**src/rtl/pe_pkg.sv**
```systemverilog
// pe_pkg: shared width constants and one-hot helpers for the 512-way priority encoder interface
package pe_pkg;
  localparam int PE_W = 512;
  localparam int PE_IW = 9;
  function automatic logic [PE_IW-1:0] onehot2bin(input logic [PE_W-1:0] v);
    logic [PE_IW-1:0] r;
    r = '0;
    for (int i = 0; i < PE_W; i++) r |= v[i] ? PE_IW'(i) : '0;
    return r;
  endfunction
  function automatic logic is_onehot0(input logic [PE_W-1:0] v);
    return (v & (v - PE_W'(1))) == '0;
  endfunction
endpackage

```
**src/rtl/pe_gnt_sink_w512_onehot2bin.sv**
```systemverilog
// onehot2bin_w512: one-hot grant (vec) to index (idx) as an OR of indices, plus multi-hot flag (multi)
module onehot2bin_w512
  import pe_pkg::*;
(
  input  logic [PE_W-1:0]  vec,
  output logic [PE_IW-1:0] idx,
  output logic             multi
);
  assign idx = onehot2bin(vec);
  assign multi = ~is_onehot0(vec);
endmodule

```
**src/rtl/pe_gnt_sink_w512.sv**
```systemverilog
// pe_gnt_sink_w512: pending-request sink; drives Req, captures Gnt/valid as out_idx on a valid/ready stream, with busy and sticky err
module pe_gnt_sink_w512
  import pe_pkg::*;
(
  input  logic             clk,
  input  logic             rst,
  input  logic             flush,
  input  logic [PE_W-1:0]  set_vec,
  output logic [PE_W-1:0]  Req,
  input  logic [PE_W-1:0]  Gnt,
  input  logic             valid,
  output logic             out_valid,
  output logic [PE_IW-1:0] out_idx,
  input  logic             out_ready,
  output logic             busy,
  output logic             err
);
  logic [PE_W-1:0] pend;
  logic [PE_IW-1:0] gnt_idx;
  logic multi, cap, perr;
  onehot2bin_w512 u_enc (.vec(Gnt), .idx(gnt_idx), .multi(multi));
  assign Req = pend;
  assign busy = |pend | out_valid;
  assign cap = valid & (~out_valid | out_ready) & ~flush;
  assign perr = (valid != |Gnt) | multi | |(Gnt & ~pend);
  always_ff @(posedge clk or posedge rst)
    if (rst) begin
      pend <= '0;
      out_valid <= 1'b0;
      out_idx <= '0;
      err <= 1'b0;
    end else begin
      pend <= flush ? set_vec : (pend & ~(cap ? Gnt : '0)) | set_vec;
      err <= err | perr;
      if (flush) out_valid <= 1'b0;
      else if (cap) begin
        out_valid <= 1'b1;
        out_idx <= gnt_idx;
      end else if (out_ready) out_valid <= 1'b0;
    end
endmodule

```
**config.mk**
```make
export PLATFORM = sky130hd
export DESIGN_NAME = pe_gnt_sink_w512
export DESIGN_NICKNAME = d
export VERILOG_FILES = /design/src/rtl/pe_pkg.sv /design/src/rtl/pe_gnt_sink_w512_onehot2bin.sv /design/src/rtl/pe_gnt_sink_w512.sv
export SDC_FILE = /design/constraint.sdc
export NUM_CORES = 2
export LEC_CHECK = 0
export ABC_AREA = 1
export CAP_MARGIN = 20
export CORE_AREA = 2 2 599 601
export CTS_CLUSTER_DIAMETER = 200
export DETAILED_ROUTE_END_ITERATION = 7
export DIE_AREA = 0 0 601 603
export GPL_TIMING_DRIVEN = 0
export MAX_ROUTING_LAYER = met4
export PLACE_DENSITY = 0.39
export RECOVER_POWER = 50
export SYNTH_ARGS = -nofsm -noshare
export SYNTH_HDL_FRONTEND = slang
export SYNTH_SLANG_ARGS = --single-unit
```
**constraint.sdc**
```tcl
create_clock -name clk -period 29.4 [get_ports clk]
set_clock_uncertainty 0.15 [all_clocks]
set_input_delay 5.88 -clock clk [delete_from_list [all_inputs] [get_ports clk]]
set_output_delay 5.88 -clock clk [all_outputs]
set_load 0.005 [all_outputs]
```
======== Word level (Yosys, flattened, before mapping) ========
Cells that the tools add are included.
cells by class
  $add $sub $neg .......................... 1
  equality and inequality tests ........... 1
  muxes and demuxes ....................... 516
  bitwise operators ....................... 526
  reduce and logical (&&, ||, !) cells .... 6
operators by type and width
  kind                                                  number
  bitwise OR 9 bit                                      510
  2-to-1 mux 9 bit                                      256
  AND 512 bit                                           3
  OR reduction 512 bit                                  3
  2-to-1 mux 512 bit                                    2
  2-to-1 mux 8 bit                                      128
  NOT 512 bit                                           2
  logical NOT 512 bit                                   1
  bitwise OR 512 bit                                    1
  subtractor 512 x 1 -> 512 bit, second input constant  1
  2-to-1 mux 7 bit                                      64
  2-to-1 mux 6 bit                                      32
  2-to-1 mux 5 bit                                      16
  2-to-1 mux 4 bit                                      8
  2-to-1 mux 3 bit                                      4
  bitwise OR 1 bit                                      5
  2-to-1 mux 1 bit                                      4
  2-to-1 mux 2 bit                                      2
  NOT 1 bit                                             3
  nonzero test 3 bit                                    1
  AND 1 bit                                             2
  AND reduction 2 bit                                   1
  != test 1 bit                                         1
word-level totals
  flip-flop bits (word level) ............. 523
  input port bits ......................... 1029
  output and inout bits ................... 524
  word-level logic and storage cells ...... 1054

======== Longest topological paths before layout ========
  word-level depth ........................ 511
  depth in mapped cells ................... 19
  gate-level depth less buffers ........... 19

======== Cells and area by module ========
A second synthesis with hierarchy kept.
unflattened totals
  cell total of the unflattened synthesis .. 9653
  area, all modules ....................... 52138.8 um^2
modules (own cells, without submodules)
  module            instances  cells an instance  area each (um^2)  seq. area each (um^2)
  pe_gnt_sink_w512  1          4072               29602.1           13087.6
  onehot2bin_w512   1          5581               22536.6           0.0

======== Worst setup path before layout ========
Ideal clock, no wire load.
  path kind ............................... input-to-reg
  start point ............................. in Gnt[2]
  end point ............................... reg err
  library setup time ...................... 0.119 ns
  arrival ................................. 7.571 ns
  required time ........................... 29.131 ns
  path slack .............................. 21.560 ns
  stages on the path ...................... 17
  path buffers ............................ 0
  cells stage by stage .................... nor2_1 > nand2_2 > nor2_4 > nand2_2 > nor2_4 > nand2_2 > nor2_4 > nand3_1 > o21a_1 > nor2_1 > nand2_1 > nor2_1 > nand2_1 > nor2_1 > nand2_1 > nor2_1 > nand2_1
between the ends
  longest elaborated chain between the ends .. 7
  elaborated cells between the ends (all ways) .. 11
  classes of those cells .................. add/sub: 1; eq/ne: 1; bitwise: 6; reduce/logical: 3
ends and longest elaborated chain
  item                           line                               text
  start, declared                pe_gnt_sink_w512.sv:10             input logic [PE_W-1:0] Gnt,
  subtractor 512 x 1 -> 512 bit  pe_pkg.sv:12                       return (v & (v - PE_W'(1))) == '0;
  AND 512 bit                    pe_pkg.sv:12
  logical NOT 512 bit            pe_pkg.sv:12
  NOT 1 bit                      pe_gnt_sink_w512_onehot2bin.sv:10  assign multi = ~is_onehot0(vec);
  bitwise OR 1 bit               pe_gnt_sink_w512.sv:25             assign perr = (valid != |Gnt) | multi | |(Gnt & ~pend);
  bitwise OR 1 bit *             pe_gnt_sink_w512.sv:25
  bitwise OR 1 bit *             pe_gnt_sink_w512.sv:34             err <= err | perr;
  end signal, assigned           pe_gnt_sink_w512.sv:34
  end, declared                  pe_gnt_sink_w512.sv:16             output logic err
Mark *: on every way between the ends. The rest lies on a longest branch, timed or not.
A chain may end at the register's enable or synchronous reset.

==> flow_metrics.tcl <==
set metrics [dict create \
    cap_violations 7 \
    drtIter0Drc 9396 \
    violations "max-capacitance violations, max-slew violations" \
    yosys_warnings 0 \
    via_per_inst 4.76 \
    p_sw_uw 988 \
    grt_pass1_wl_mm 776 \
    setup_viol 0 \
    reg2reg_depth 19 \
    hold_viol 0 \
    arrival_ps 17010 \
    powerDensity_nw_per_um2 36.8 \
    pwr-share-comb_pct 27.7 \
    ir_drop_mv 0.0331 \
    port_buffers 1551 \
    slew_viol_final 459 \
    rrSetupSlack_ps 24450 \
    intPower_mw 1.70 \
    wl_mm 627 \
    hold_path_depth 2 \
    synth_compound_area_share_pct 16.5 \
    drive_above_1_share_pct 3.28 \
    avgSynthCellArea_sq_um 5.65 \
    initial_core_util_pct 13.4 \
    worst_pin_slew_ps 6300 \
    synth_area_leader_cell "dfrtp_1" \
    clock-sinks 523 \
    ys_ff_latch 523 \
    yosys.area_share.simple_pct 47.9 \
    die_area_sq_um 362000 \
    criticalPathCategory "input pin to async pin" \
    cts_hold_buf 0 \
    timing.critical_path.cells "dlygate4sd3_1 > clkinvlp_2 > clkbuf_1 > clkbuf_1" \
    synth_top_family_by_area "simple AND/OR/NAND/NOR gates" \
    min-delay-start "out_idx[2]" \
    required_ps 28670 \
    start_kind "input pin" \
    stdcell_count 15103 \
    yosys.cell_types.count 34 \
    die_width_um 601 \
    io_pins 1553 \
    grt_use_total_pct 34.1 \
    grt_max_degree 104 \
    crit_top_cell "clkbuf_1" \
    htree_levels 3 \
    clock_power_share_pct 40.5 \
    dpl.cell_count 14792 \
    die_y_um 603 \
    final_common_cell "nand2_1" \
    postCtsResizedCells 0 \
    wl_per_cell_um 41.5 \
    area_delta_synth_final_pct 53.3 \
    cts_buffers 85 \
    clk_latency_ps 820 \
    leakage_nw 27.1 \
    synth_xor_area_share_pct 0.0184 \
    root_buffer "clkbuf_16" \
    grt-ovfl-total 0 \
    first_global_vias 68302 \
    place_hpwl_mm 560 \
    rsz0062_at_grt "no" \
    final_cell_mix "2515 x nand2_1, 2193 x nor2_1, 1226 x clkdlybuf4s50_1, 920 x inv_1, 792 x o21ai_0" \
    firstDrtPassIters 8 \
    reg2reg_to "err" \
    outcome "complete, but fails checks" \
    cts_tree "yes" \
    end_kind "async pin" \
    fmax_mhz 56.4 \
    ys_seq_area_share_pct 27.4 \
    period_share_pct 60.3 \
    reg2reg_from "Req[417]" \
    routabilityCongestion 1.09 \
    netlist_instances 8433 \
    period_needed_ps 17740 \
    fin_nets 11161 \
    critPathMaxFanout 98 \
    path_clk_slew_ps 60 \
    ys_top_cells_by_area "dfrtp_1 27%, nand2_1 20%, nor2_1 17%" \
    postLayoutCoreUtil_pct 20.6 \
    min_to "out_idx[2]" \
    drc 0 \
    syn-num-nets 9462 \
    cp_top_family "buffers and inverters" \
    switching_share_pct 36.7 \
    hold-worst-slack_ps 354 \
    coreArea_sq_um 355000 \
    cts_buffer_depth 4 \
    antenna_found_initial 251 \
    synth_top_area_share_pct 27.4 \
    seqPwrFrac_pct 31.8 \
    vias 71920 \
    ant_nets 0 \
    synthAdderAreaFrac_pct 0 \
    postCtsSetupBuffers 0 \
    cpPeakStageDelay_ps 4400 \
    postLayoutCellArea_sq_um 73100 \
    synthesis.area_sq_um 47700 \
    std_cell_rows 219 \
    place_area_sq_um 70000 \
    slowest_stage "clkbuf_1" \
    min_path_type "register to register" \
    cp_num_buf_inv 4 \
    maxSlewHeadroom_pct -320 \
    synth_mux_area_share_pct 0 \
]
[kinds of logic (layout without fill, tap and decap cells)]
logic type	after synthesis	count (layout)
buffers and inverters	1036	2794
AO/OA/AOI/OAI	1330	1330
flip-flops	523	523
other	0	161
AND/OR/NAND/NOR	5543	5543
XOR/XNOR	1	1
[state kept, by name, indices dropped and copies added (netlist names)]
signal,count
Req,512
out_idx,9
err,1
out_valid,1
[routing by layer]
layer	wire (um)	vias up	GRT usage (%)
li1	-	30718	-
met5	0	-	-
met3	42700	739	6.56
met4	26600	0	13.5
met2	286000	3937	53.2
met1	271000	36526	43.1
[cell usage after synthesis (all sizes together)]
| master | count |
|---|---|
| and3 | 2 |
| nor3 | 59 |
| a21oi | 25 |
| a22oi | 1 |
| nor4 | 223 |
| o21a | 4 |
| o21bai | 476 |
| nand3b | 32 |
| nand4 | 195 |
| o21ai | 815 |
| nor2 | 2266 |
| xor2 | 1 |
| o32ai | 2 |
| and2 | 16 |
| nor3b | 1 |
| nand2 | 2540 |
| inv | 922 |
| or2 | 24 |
| clkbuf | 114 |
| or3 | 1 |
| or4 | 4 |
| o22ai | 7 |
| and3b | 2 |
| dfrtp | 523 |
| nand3 | 178 |
[cell type report]
cell class                      count  area, sq um
Antenna cell                      161          403
Tap cell                         4751         5940
Fill cell                       41665       282000
Sequential cell                   523        13100
Clock buffer                      114         2400
Inverter                          922         3460
Clock inverter                     32          395
Buffer                            114          430
Timing Repair Buffer             1612        16100
Multi-Input combinational cell   6874        30800
[power by group through the flow]
stage,combinational (mW),sequential [mW],clock [mW]
6_report,0.747,0.855,1.09
5_1_grt,0.780,0.861,1.13
4_1_cts,0.752,0.854,1.11
3_5_place_dp,0.748,0.866,0
3_3_place_gp,0.746,0.867,0
2_1_floorplan,0.213,0.833,0
[worst max path at each step]
stage | startpoint | end | slack (ps) | cells after the start
3_5_place_dp | Gnt[250] | err | 16800 | 16
4_1_cts | Gnt[250] | err | 17640 | 16
2_1_floorplan | rst | Req[0] | 8760 | 1
3_3_place_gp | rst | Req[296] | -2370 | 2
5_1_grt | rst | Req[370] | 9690 | 4
6_report | rst | Req[186] | 11660 | 4
[worst min-delay path, cell delays in order (launching register included)]
cell	delay, ps
dfrtp_1	340
o32ai_1	80
inv_1	50
[metrics by stage]
step	worst slack [ps]	setup TNS, ps	power [mW]
floorplan	8760	0	1.05
global placement	-2370	-1082160	1.61
detailed placement	16800	0	1.61
CTS	17640	0	2.72
global route	9690	0	2.77
finish	11660	0	2.69
No activity file was read; power rests on OpenSTA's default activity.
